File: src/rtl/addsub_tr.sv
// Time-redundant add/subtract: each op runs true then complemented on one ripple adder, retried on mismatch.
// Latency: out_valid after 3 cycles from accept, plus 3 per retry (worst 3*(RETRY_MAX+1)).
// Backpressure: accepts only in IDLE; result held in DONE until out_ready, in_valid ignored meanwhile.
module addsub_tr #(
  parameter int WIDTH     = 8,
  parameter int RETRY_MAX = 2,
  localparam int RW       = (RETRY_MAX < 1) ? 1 : $clog2(RETRY_MAX + 1)
) (
  input  logic             clk,
  input  logic             rst,
  input  logic             in_valid,
  output logic             in_ready,
  input  logic [WIDTH-1:0] a,
  input  logic [WIDTH-1:0] b,
  input  logic             sub,
  input  logic [WIDTH-1:0] inj_mask,
  output logic             out_valid,
  input  logic             out_ready,
  output logic [WIDTH-1:0] sum,
  output logic             cout,
  output logic             ovf,
  output logic             err,
  output logic [RW-1:0]    n_retry
);

  typedef enum logic [2:0] {IDLE, P1, P2, CMP, DONE} state_t;

  state_t state, state_nxt;

  logic [WIDTH-1:0] op_a, op_b;
  logic             op_sub;
  logic [RW-1:0]    retry;
  // Result records are {cout, ovf, sum}
  logic [WIDTH+1:0] r1, r2;

  logic [WIDTH-1:0] b_int, add_x, add_y, raw, raw_inj;
  logic             add_c, c_msb, c_out;
  logic             match, can_retry;

  assign b_int     = op_sub ? ~op_b : op_b;
  // Pass 2 drives every adder line with the opposite polarity of pass 1
  assign add_x     = (state == P2) ? ~op_a  : op_a;
  assign add_y     = (state == P2) ? ~b_int : b_int;
  assign add_c     = (state == P2) ? ~op_sub : op_sub;
  assign raw_inj   = raw | inj_mask;
  assign match     = (r1 == r2);
  assign can_retry = (retry < RW'(RETRY_MAX));

  assign in_ready  = (state == IDLE);
  assign out_valid = (state == DONE);

  // Shared ripple-carry adder, exposing carry into and out of the MSB
  always_comb begin
    logic c;
    c     = add_c;
    raw   = '0;
    c_msb = 1'b0;
    for (int i = 0; i < WIDTH; i++) begin
      if (i == WIDTH - 1) c_msb = c;
      raw[i] = add_x[i] ^ add_y[i] ^ c;
      c      = (add_x[i] & add_y[i]) | (c & (add_x[i] ^ add_y[i]));
    end
    c_out = c;
  end

  // State register
  always_ff @(posedge clk) begin
    if (rst) state <= IDLE;
    else     state <= state_nxt;
  end

  // Next-state logic
  always_comb begin
    state_nxt = state;
    case (state)
      IDLE: if (in_valid) state_nxt = P1;
      P1:   state_nxt = P2;
      P2:   state_nxt = CMP;
      CMP:  state_nxt = (!match && can_retry) ? P1 : DONE;
      DONE: if (out_ready) state_nxt = IDLE;
      default: state_nxt = IDLE;
    endcase
  end

  // Operand capture, pass results, retry count and held outputs
  always_ff @(posedge clk) begin
    if (rst) begin
      op_a    <= '0;
      op_b    <= '0;
      op_sub  <= 1'b0;
      retry   <= '0;
      r1      <= '0;
      r2      <= '0;
      sum     <= '0;
      cout    <= 1'b0;
      ovf     <= 1'b0;
      err     <= 1'b0;
      n_retry <= '0;
    end else begin
      case (state)
        IDLE: if (in_valid) begin
          op_a   <= a;
          op_b   <= b;
          op_sub <= sub;
          retry  <= '0;
        end
        P1: r1 <= {c_out, c_msb ^ c_out, raw_inj};
        // Re-invert the complemented pass; the two MSB carries flip together so ovf is unchanged
        P2: r2 <= {~c_out, c_msb ^ c_out, ~raw_inj};
        CMP: begin
          if (!match && can_retry) begin
            retry <= retry + RW'(1);
          end else begin
            {cout, ovf, sum} <= r1;
            err              <= !match;
            n_retry          <= retry;
          end
        end
        default: ;
      endcase
    end
  end

endmodule

File: config.mk
export PLATFORM = sky130hd
export DESIGN_NAME = addsub_tr
export DESIGN_NICKNAME = d
export VERILOG_FILES = /design/src/rtl/addsub_tr.sv
export SDC_FILE = /design/constraint.sdc
export NUM_CORES = 1
export LEC_CHECK = 0
export ABC_AREA = 1
export CAP_MARGIN = 20
export CORE_ASPECT_RATIO = 0.8
export CORE_MARGIN = 3
export CORE_UTILIZATION = 48
export CTS_CLUSTER_SIZE = 30
export DETAILED_ROUTE_END_ITERATION = 10
export GPL_TIMING_DRIVEN = 0
export PLACE_DENSITY = 0.76
export SLEW_MARGIN = 10
export SYNTH_ARGS = -nofsm -noshare
export SYNTH_HDL_FRONTEND = slang
export SYNTH_SLANG_ARGS = --single-unit
File: constraint.sdc
create_clock -name clk -period 3.95 [get_ports clk]
set_clock_uncertainty 0.05 [all_clocks]
set_input_delay 0.5925 -clock clk [delete_from_list [all_inputs] [get_ports clk]]
set_output_delay 0.5925 -clock clk [all_outputs]
set_load 0.03 [all_outputs]
Word level (Yosys, flattened, before mapping)
Cells that the tools add are included.

cells by class
  bitwise operators = 49
  reduce and logical (&&, ||, !) cells = 8
  order comparisons = 1
  divide/modulo/power cells = 0
  equal/unequal tests = 8
  $add $sub $neg = 1
  mux-type cells = 11
  shifts and indexed selects = 0
  multiply operators = 0

operators by type and width
  operator               number
  $not A8 Y8             4
  $mux W8                3
  $xor A1 B1 Y1          17
  $and A1 B1 Y1          16
  $pmux W3 S5            1
  $eq A10 B10 Y1         1
  $mux W3                3
  $or A1 B1 Y1           8
  $or A8 B8 Y8           1
  $eq A3 B2 Y1 const B   2
  $reduce_and A2 Y1      3
  $mux W2                2
  $ne A2 B2 Y1 const B   2
  $pmux W2 S2            1
  $eq A3 B1 Y1 const B   1
  $eq A3 B3 Y1 const B   1
  $logic_not A3 Y1       1
  $not A1 Y1             3
  $reduce_and A3 Y1      1
  $add A2 B1 Y2 const B  1
  $lt A2 B2 Y1 const B   1
  $ne A2 B1 Y1 const B   1
  $reduce_bool A2 Y1     1
  $logic_and A1 B1 Y1    1
  2 further kinds        2

storage, ports and cells
  word-level logic and storage cells = 90
  bits in registers = 55
  bits in latches = 0
  ROM bits = 0
  memories kept = 0
  output and inout port bits = 15
  RAM bits = 0
  bits of input ports = 29

Logic depth before layout (Yosys ltp)
Gate-level depths: netlist of run 1.

  word-level depth = 22
  depth in mapped cells = 22
  depth with buffers taken out = 21

Least setup slack after synthesis of run 1
No wires, ideal clock.

  kind = flip-flop to flip-flop
  from = reg state[1]
  to = reg r1[8]
  path buffers = 1
  library setup time = 70 ps
  data arrival time = 4135 ps
  cell stages (with the launch flop) = 21
  required time = 3830 ps
  clock period less this slack = 4255 ps
  slack = -305 ps
  cell sequence = dfxtp_1 > inv_2 > nor2_8 > buf_2 > xor2_1 > inv_1 > fa_1 > fa_1 > fa_1 > inv_1 > fa_1 > fa_1 > inv_1 > fa_1 > inv_1 > fa_1 > inv_1 > fa_1 > xnor2_1 > nand2_1 > a21oi_1

between the ends
  longest elaborated chain between the ends = 20
  elaborated cells between the ends (all ways) = 38
  those cells by class = 2 x eq/ne; 3 x mux; 33 x bitwise

RTL lines
  element                     line        RTL
  from (decl)                 28          state_t state, state_nxt;
  from (signal assigned)      69          else state <= state_nxt;
  $eq A3 B2 Y1                42, 43, 44
  $mux W8 (on tied branches)  42, 43
  $xor A1 B1 Y1               61          c = (add_x[i] & add_y[i]) | (c & (add_x[i] ^ add_y[i]));
  $and A1 B1 Y1               61
  $or A1 B1 Y1                61
  $and A1 B1 Y1               61
  $or A1 B1 Y1                61
  $and A1 B1 Y1               61
  [... 4 more ...]            -
  $or A1 B1 Y1                61
  $and A1 B1 Y1               61
  $or A1 B1 Y1                61
  $and A1 B1 Y1               61
  $or A1 B1 Y1                61
  $and A1 B1 Y1               61
  $or A1 B1 Y1                61
  $xor A1 B1 Y1               107         P1: r1 <= {c_out, c_msb ^ c_out, raw_inj};
  to (signal assigned)        107
  to (decl)                   34          logic [WIDTH+1:0] r1, r2;

Parallel ways exist; a longest one is shown, timed or not.
A chain may end at the register's enable or synchronous reset.

Final worst setup path of run 1
  from = reg state[0]
  to = reg r2[7]

between the ends
  longest elaborated chain between the ends = 20
  elaborated cells between the ends (all ways) = 36
  those cells by class = 1 x eq/ne; 3 x mux; 32 x bitwise

RTL lines
  element                     line    RTL
  $eq A3 B2 Y1 *              -
  $mux W8 (on tied branches)  42, 43
  $xor A1 B1 Y1               61
  $and A1 B1 Y1               61
  $or A1 B1 Y1                61
  $and A1 B1 Y1               61
  $or A1 B1 Y1                61
  $and A1 B1 Y1               61
  [... 4 more ...]            -
  $or A1 B1 Y1                61
  $and A1 B1 Y1               61
  $or A1 B1 Y1                61
  $and A1 B1 Y1               61
  $or A1 B1 Y1                61
  $xor A1 B1 Y1               60      raw[i] = add_x[i] ^ add_y[i] ^ c;
  $or A8 B8 Y8                45      assign raw_inj = raw | inj_mask;
  $not A8 Y8                  109     P2: r2 <= {~c_out, c_msb ^ c_out, ~raw_inj};
  to (signal assigned)        109
  to (decl)                   34

Mark *: on every way between the ends. The rest lies on a longest branch, timed or not.

==> impl_metrics.toml, run 1 <==
[worst_setup_path]
worstSetupPathType = "reg2reg"
slowest_delay_ps = 520
crit_top_cell = "fa_2"
startpoint_type = "flip-flop"
critical_path.cell_chain = "nor2_4, inv_4, nor2_8, buf_6, xor2_4, xor2_2, fa_2, fa_2, fa_2, inv_2, fa_2, fa_2, inv_2, fa_2, inv_2, fa_2, inv_2, fa_2, inv_2, nor2_4, nor2_1, nor2_1"
worst_setup_path_end_kind = "flip-flop"
cp_data_arrival_time_ps = 4360
crit_required_ps = 4160
slowest_stage = "fa_2"
cp_max_fo = 4

[route]
wl_per_cell_um = 13.48
drtAntennaViolNets = 0
first_pass_iters = 4
vias = 2352
dr.first_iter.drc_count = 114
drc = 0
avgViaCountPerCell = 5.135
routed_wirelength_um = 6173

[synth]
syn_inst = 337
ys_seq_area_share_pct = 41.98
ys_seq_elements = 55
syn_area_per_cell_sq_um = 7.782
ys_warn_count = 0
yosys.cell_types.count = 26
synth_area_sq_um = 2623
synth_nets = 374

[clock_tree]
clkLatencyLatePin_ps = 320
root_buffer = "clkbuf_8"
cts_sinks = 55
h-tree-depth = 2
cts_tree = "yes"
path_clk_slew_ps = 110
numCtsBuffers = 5
max-clock-path-buffers = 2

[placement]
dpl.hpwl_um = 4404
io_buffers = 42
gp_congestion = 0.8032

[grt]
grt_pass1_wl_um = 10300
gr-total-overflow = 0
grt_max_degree = 20
grtUsageTotal_pct = 20.71
grt_pass1_vias = 2287
antenna_found_initial = 0

[run_status]
violations = "setup timing"
status = "finished with violations"

[timing]
setup_viol = 6
relSlewSlack_pct = 62.22
rsz0062_at_grt = "yes"
timing.setup.tns_ps = -874.0
layout_setup_ws_ps = -204.8
worstMarginPinSlew_ps = 566.7
maxSlewViolCount = 0
min_period_over_period_pct = 105.2
whs_ps = 424.7
timing.fmax_mhz = 240.7
finalCriticalPeriod_ps = 4155
hold_violations = 0

[pwr]
swShare_pct = 36.20
p_switching_mw = 0.5428
p_leak_nw = 1.378
peakVddDrop_mv = 0.2353
p_seq_share_pct = 43.3
pwr-share-clk_pct = 22.3
p_int_mw = 0.9566
power.total_mw = 1.499
combPwrFrac_pct = 34.4
p_per_area_nw_per_um2 = 441.6

[die]
dieArea_sq_um = 6392
dieHeight_um = 72.11
fp.dieW_um = 88.64
coreArea_sq_um = 5151
rows = 23
io_pins = 44
start_util_pct = 50.91

[job]
maxCapViolations = 0

[layout]
fin_nets = 432
antenna_cells = 0
areaGrowthSynthToFinish_pct = 29.48
drive_above_1_share_pct = 15.40

[min_path]
hold_class = "reg2reg"
## routing by layer
| metal | global-route usage (%) | share of wire, % | vias up | routed length (um) |
|---|---|---|---|---|
| met4 | 7.550 | 1.6 | 0 | 96 |
| met2 | 32.04 | 47 | 44 | 2888 |
| li1 | - | - | 1183 | - |
| met1 | 28.18 | 47 | 1118 | 2893 |
| met3 | 4.994 | 4.8 | 7 | 294 |
| met5 | 0 | 0 | - | 0 |
## path summary, 6_finish.rpt
kind,startpoint,endpoint,slack [ps],cells after the start
worst min-delay path,r2[2]$_SDFFE_PP0P_,r2[2]$_SDFFE_PP0P_,420,2
worst min register to register,r2[2]$_SDFFE_PP0P_,r2[2]$_SDFFE_PP0P_,420,2
worst max-delay path,state[0]$_SDFFE_PP0P_,r2[7]$_SDFFE_PP0P_,-200,22
worst max register to register,state[0]$_SDFFE_PP0P_,r2[7]$_SDFFE_PP0P_,-200,22
## cell usage in the layout (no fill, tap or decap), types with 10 or more instances in the layout
cell             Yosys  routed
clkdlybuf4s50_1      0      42
nor2_1              20      16
inv_1               50      44
inv_2                5      10
o21ai_0             29      29
a21oi_1             49      47
dfxtp_1             55      53
xor2_1              16      13
nand2_1             49      49
nand3_1             23      23
## power groups by stage
stage	Sequential, mW	Clock, mW	Combinational [mW]
2_1_floorplan	0.650	0	0.336
3_3_place_gp	0.659	0	0.432
3_5_place_dp	0.661	0	0.448
4_1_cts	0.648	0.345	0.491
5_1_grt	0.656	0.370	0.580
6_report	0.649	0.335	0.515
## final cells by class
class / count / area [sq um]
Multi-Input combinational cell: 213 / 1335
Fill cell: 445 / 1755
Tap cell: 62 / 77.57
Sequential cell: 55 / 1106
Clock buffer: 5 / 68.82
Buffer: 14 / 77.57
Inverter: 55 / 209.0
Timing Repair Buffer: 51 / 495.5
Clock inverter: 3 / 26.28
## logic make-up after synthesis
family | after synthesis | synth area share [%]
AO/OA/AOI/OAI | 81 | 15.74
buffers and inverters | 69 | 10.45
XOR/XNOR | 21 | 7.729
flip-flops | 55 | 41.98
adder cells (fa/ha/maj) | 8 | 6.107
AND/OR/NAND/NOR | 103 | 17.99
## Yosys cell counts
master    instances  area [sq um]
a21oi_1          49         245.2
a31oi_1           1         6.260
buf_2             6         30.03
buf_6             1         11.26
clkbuf_1          7         26.28
dfxtp_1          55          1101
fa_1              8         160.2
inv_1            50         187.7
inv_2             5         18.77
nand2_1          49         183.9
nand2_2           1         6.260
nand3_1          23         115.1
nand3_4           1         17.52
nand4_1           4         25.02
nor2_1           20         75.07
nor2_2            1         6.260
nor2_4            1         11.26
nor2_8            1         20.02
nor3_1            1         5.000
o211ai_1          1         7.510
o21ai_0          29         145.1
o311ai_0          1         8.760
or2_1             1         6.260
xnor2_1           4         35.03
xor2_1           16         140.1
xor2_4            1         27.53
## worst max-delay path, delay by kind of cell, from the launching register on
family                   cells  cell delay (ps)
adder cells (fa/ha/maj)      8             2460
XOR/XNOR                     2              350
buffers and inverters        7              430
flip-flops                   1              350
AND/OR/NAND/NOR              5              490
## metrics by stage
step	worst slack (ps)	instance area (sq um)	instances	utilization (%)
4_1_cts	-177.7	3343	457	64.90
2_1_floorplan	-137.6	2661	337	-
3_3_place_gp	-374.3	3159	441	61.33
5_1_grt	-382.1	3396	458	65.92
3_5_place_dp	-451.5	3159	441	61.33
6_report	-204.8	3396	458	65.92
## flip-flops by register name (all words and copies together), names as in the netlist
register	count
r2	10
op_b	8
sum	8
state	3
cout	1
op_a	8
n_retry	2
ovf	1
op_sub	1
err	1
r1	10
retry	2
## repair_timing
item | in CTS | in global routing
endpoints found under the setup margin | 8 | 8
hold endpoints to repair | 0 | 0
gates resized for setup | 9 | 11
cloned | 0 | 0
hold buffers | 0 | 0
pin swaps | 7 | 6
setup buffers | 8 | 1
Note: power is estimated with default switching activity, not from simulation.
==> run 2: changes to the inputs <==
--- a/config.mk
+++ b/config.mk
@@ -10,7 +10,6 @@
 export CORE_ASPECT_RATIO = 0.8
 export CORE_MARGIN = 3
 export CORE_UTILIZATION = 48
-export CTS_CLUSTER_SIZE = 30
 export DETAILED_ROUTE_END_ITERATION = 10
 export GPL_TIMING_DRIVEN = 0
 export PLACE_DENSITY = 0.76
==> results of run 2 <==
Final layout, timing and power as in run 1 (identical DEF).
